[config.mk]
export PLATFORM = sky130hd
export DESIGN_NAME = pipe_skid_reg
export DESIGN_NICKNAME = d
export VERILOG_FILES = /design/src/rtl/pipe_skid_reg.sv
export SDC_FILE = /design/constraint.sdc
export NUM_CORES = 1
export LEC_CHECK = 0
export CAP_MARGIN = 20
export CORE_UTILIZATION = 47
export CTS_BUF_LIST = sky130_fd_sc_hd__clkbuf_2 sky130_fd_sc_hd__clkbuf_4 sky130_fd_sc_hd__clkbuf_8
export CTS_CLUSTER_DIAMETER = 100
export DETAILED_ROUTE_END_ITERATION = 12
export PLACE_DENSITY = 0.75
export SYNTH_ARGS = -nofsm -noshare
export SYNTH_HDL_FRONTEND = slang
export SYNTH_SLANG_ARGS = --single-unit
[constraint.sdc]
create_clock -name clk -period 1.75 [get_ports clk]
set_input_delay 0.35 -clock clk [delete_from_list [all_inputs] [get_ports clk]]
set_output_delay 0.35 -clock clk [all_outputs]
set_load 0.02 [all_outputs]
[src/rtl/pipe_skid_reg.sv]
// Valid/ready pipeline register with a two-entry skid buffer, synchronous flush
// to NOP, and a saturating stall counter for performance debug.
module pipe_skid_reg #(
  parameter int unsigned    PC_W     = 32,
  parameter int unsigned    INSTR_W  = 32,
  parameter int unsigned    EXC_W    = 5,
  parameter int unsigned    CNT_W    = 16,
  parameter logic [PC_W-1:0] RESET_PC = '0
) (
  input  logic               clk,
  input  logic               reset,
  input  logic               flush,
  input  logic               in_valid,
  output logic               in_ready,
  input  logic [PC_W-1:0]    in_pc,
  input  logic [INSTR_W-1:0] in_instr,
  input  logic [EXC_W-1:0]   in_exc,
  input  logic               in_bd,
  output logic               out_valid,
  input  logic               out_ready,
  output logic [PC_W-1:0]    out_pc,
  output logic [INSTR_W-1:0] out_instr,
  output logic [EXC_W-1:0]   out_exc,
  output logic               out_bd,
  output logic [CNT_W-1:0]   stall_cnt
);

  typedef struct packed {
    logic [PC_W-1:0]    pc;
    logic [INSTR_W-1:0] instr;
    logic [EXC_W-1:0]   exc;
    logic               bd;
  } entry_t;

  typedef enum logic [1:0] {EMPTY, BUSY, FULL} state_t;

  localparam entry_t           CLEAR_ENTRY = {RESET_PC, INSTR_W'(0), EXC_W'(0), 1'b0};
  localparam logic [CNT_W-1:0] CNT_MAX     = '1;

  state_t state;
  entry_t main_q;
  entry_t skid_q;
  entry_t in_entry;
  logic   in_xfer;
  logic   out_xfer;

  // Handshake flags decode only the state register, so out_ready never reaches in_ready.
  assign in_ready  = (state != FULL);
  assign out_valid = (state != EMPTY);
  assign in_xfer   = in_valid & in_ready;
  assign out_xfer  = out_valid & out_ready;
  assign in_entry  = {in_pc, in_instr, in_exc, in_bd};

  assign out_pc    = main_q.pc;
  assign out_instr = main_q.instr;
  assign out_exc   = main_q.exc;
  assign out_bd    = main_q.bd;

  // State and storage; main instr is zeroed on draining so an idle output shows a NOP.
  always_ff @(posedge clk) begin
    if (reset || flush) begin
      state  <= EMPTY;
      main_q <= CLEAR_ENTRY;
      skid_q <= CLEAR_ENTRY;
    end else begin
      case (state)
        EMPTY: begin
          if (in_xfer) begin
            state  <= BUSY;
            main_q <= in_entry;
          end
        end
        BUSY: begin
          if (in_xfer && out_xfer) begin
            main_q <= in_entry;
          end else if (in_xfer) begin
            state  <= FULL;
            skid_q <= in_entry;
          end else if (out_xfer) begin
            state        <= EMPTY;
            main_q.instr <= '0;
          end
        end
        FULL: begin
          if (out_xfer) begin
            state  <= BUSY;
            main_q <= skid_q;
          end
        end
        default: begin
          state  <= EMPTY;
          main_q <= CLEAR_ENTRY;
          skid_q <= CLEAR_ENTRY;
        end
      endcase
    end
  end

  // Stall counter survives flush; only reset clears it.
  always_ff @(posedge clk) begin
    if (reset) begin
      stall_cnt <= '0;
    end else if (out_valid && !out_ready && (stall_cnt != CNT_MAX)) begin
      stall_cnt <= stall_cnt + CNT_W'(1);
    end
  end

endmodule

==> metrics.md <==
| Metric | Value |
|---|---|
| Status | `finished, final reports clean` |
| Yosys top cell area share | `0.4642` |
| Worst Skew | `0.007772 ns` |
| Tcrit/Tclk final | `0.9498` |
| Initial Util | `0.4871` |
| Post-route DRC | `0` |
| Worst slew pin tran | `0.6345 ns` |
| Startpoint Class | `register` |
| First-pass GRT wire length | `28750 um` |
| TritonCTS Buffers | `17` |
| HP Start | `out_ready` |
| Worst-path cell chain | `or2_2 > buf_2` |
| # IOs | `163` |
| RSZ-0062 raised after global routing | `false` |
| Die height | `122.4 um` |
| Post-CTS Hold Fix Bufs | `0` |
| Final Slew Violations | `0` |
| Clock Sink Count | `158` |
| Power Density | `798.3 nW/um^2` |
| Distinct cells, synth | `43` |
| Vias per Instance | `5.717` |
| Final HPWL DP | `12350 um` |
| Min Tclk post-route | `1.662 ns` |
| Sequential fraction of the synthesis area | `0.4642` |
| R2R Path Start | `stall_cnt[0]` |
| Routability congestion estimate | `0.7396` |
| Leak | `0.003660 uW` |
| Critical Path RT | `1.40 ns` |
| Core Region | `13990 sq um` |
| # Post-CTS Setup Buffers | `0` |
| TNS Setup | `0 ns` |
| DRT Wirelength | `18240 um` |
| Peak VDD IR | `0.4783 mV` |
| Synth Register Bits | `158` |
| Main flop type after synthesis | `dfxtp_1` |
| Final hold vios | `0` |
| Vias | `6294` |
| CTS Buffer Depth | `2` |
| Most numerous cell in the Yosys netlist | `dfxtp_1` |
| Synth top area cells | `dfxtp_1 46%, nor2_1 6.6%, mux2i_1 6.0%, a222oi_1 4.7%, nand2_1 4.5%` |
| Max Cap Viol | `0` |
| Share of cells above drive strength 1 | `0.1174` |
| Number of fill cells | `1162` |
| Crit path max fanout | `8` |
| Ys Warns | `0` |
| Port bufs | `162` |
| Worst Path Arrival | `1.31 ns` |
| Hold Path Class | `input port to register` |
| EDFF count, synth | `0` |
| GRT Total Usage | `0.2445` |
| Drt pass-1 iters | `6` |
| Nets | `983` |
| Mapped cell area | `6814 sq um` |
| Synth Area per Inst | `9.025 sq um` |
| Rel. slew slack | `0.5770` |
| Synthesis-to-finish area growth | `34.23%` |
| Synth Area in Simple Gates | `0.1856` |
| Row count | `43` |
| Antenna violations before repair | `1` |
| Cells after synthesis | `755` |
| Synth Area in Compound Gates | `0.2308` |
| 1st-iter DRT viols | `609` |
| GRT Residual Overflow | `0` |
| Reg clk slew, reported paths | `0.08 ns` |
| Worst-Skew Late Latency | `0.45 ns` |
| Multiplexer share of the synthesized area | `0.06023` |
| Synth cell count leaders | `158 x dfxtp_1, 119 x nor2_1, 82 x nand2_1, 44 x a21oi_1, 41 x mux2i_1` |
| Critical path class | `register to output pin` |
| XOR/XNOR Fraction of Synth Area | `0.01028` |
| FFs w/ async S/R, synth | `0` |
| Nature of the critical path endpoint | `output pin` |
| Antenna Nets Post-Route | `0` |
| H-tree depth | `4` |
| Hold_ws | `0.4218 ns` |
| Main combinational cell family by area after synthesis | `compound AO/OA/AOI/OAI gates` |
| CP max stage delay | `0.40 ns` |
| CTS root buffer | `clkbuf_8` |
| Max Fclk | `601.6 MHz` |
| Total Power | `7301 uW` |
| Vias in the first global route | `6052` |
| Adder-Cell Fraction of Synth Area | `0.001836` |
| Crit path from | `state[1]` |
| Die area | `14980 sq um` |
| Wire per inst | `16.57 um` |
| Yosys top cell by area | `dfxtp_1` |
| Die width | `122.4 um` |
| Largest net degree at the start of global routing | `49` |
| Worst path slowest cell | `dfxtp_4` |
| Syn_nets | `831` |
| CTS tree | `done` |
| Setup violations, final | `0` |
-- area by class of cell --
type / instances / area, sq um / area share
diodes: 1 / 2.502 / 0.0002736
inverters: 2 / 7.507 / 0.0008208
clock buffers: 20 / 262.8 / 0.02873
multi-input cells: 528 / 3363 / 0.3677
flip-flops and latches: 158 / 3173 / 0.3469
clock inverters: 12 / 135.1 / 0.01477
well taps: 180 / 225.2 / 0.02462
repair buffers: 200 / 1977 / 0.2161
-- registers in the layout (all words and copies together) (netlist names) --
register	count
out_exc	5
skid_q	70
state	2
out_pc	32
out_instr	32
stall_cnt	16
out_bd	1
-- worst max-delay path, delay by kind of cell (launching register included) --
| family | cells | cell delay (ns) |
|---|---|---|
| flops | 1 | 0.40 |
| simple gates | 1 | 0.29 |
| buf+inv | 1 | 0.17 |
-- final timing paths --
path             endpoint  cells past startpoint  slack (ns)
max             out_valid                      2        0.09
min              state[1]                      3        0.42
max reg2reg  stall_cnt[9]                      6        0.09
min reg2reg    out_pc[19]                      2        0.50
-- layout by cell type (no fill, tap or decap), types with 5 or more instances in the layout --
| cell type | n |
|---|---|
| nand2_1 | 82 |
| a31oi_1 | 5 |
| dfxtp_1 | 154 |
| mux2i_1 | 41 |
| nand3_1 | 6 |
| nor2b_1 | 39 |
| a211oi_2 | 12 |
| clkbuf_8 | 18 |
| a21oi_1 | 44 |
| a222oi_1 | 32 |
| dlygate4sd2_1 | 85 |
| buf_12 | 14 |
| xnor2_1 | 8 |
| clkdlybuf4s50_1 | 73 |
| a22oi_1 | 32 |
| o21a_1 | 39 |
| a211oi_1 | 29 |
| buf_4 | 24 |
| nor2_1 | 117 |
-- cells by family (layout without fill, tap and decap cells) --
group,count (synthesis),in the layout
AOI/OAI and AO/OA,204,204
xor gates and xnor gates,8,8
adders and majority gates,1,1
buffers and inverters,69,234
DFF,158,158
muxes,41,41
other,0,1
and+or+nand+nor,274,274
-- through the flow --
step | std cells | setup WS, ns | instance area, sq um | util
2_1_floorplan | 755 | 0.01370 | 6822 | -
3_3_place_gp | 1068 | -0.2673 | 8848 | 0.6326
3_5_place_dp | 1068 | -0.3688 | 8848 | 0.6326
4_1_cts | 1100 | 0.0002285 | 9136 | 0.6531
5_1_grt | 1101 | 0.006842 | 9146 | 0.6538
6_report | 1101 | 0.08787 | 9146 | 0.6538
-- timing repair --
action	CTS	global route
pin swaps	0	1
hold endpoints to repair	0	0
setup endpoints to repair	87	4
gates resized for setup	92	3
-- metal layers --
layer,wire length [um],vias to the layer above,global-route usage
li1,-,3005,-
met2,9030,251,0.4143
met5,0,-,0
met1,7620,3004,0.2911
met4,421,0,0.1174
met3,1170,34,0.05576
-- power by group --
part | switching, uW | internal (uW) | total, uW
clock | 1370 | 1340 | 2710
combinational | 466 | 412 | 879
sequential | 43.6 | 3670 | 3710
(Power assumes the default switching activity.)
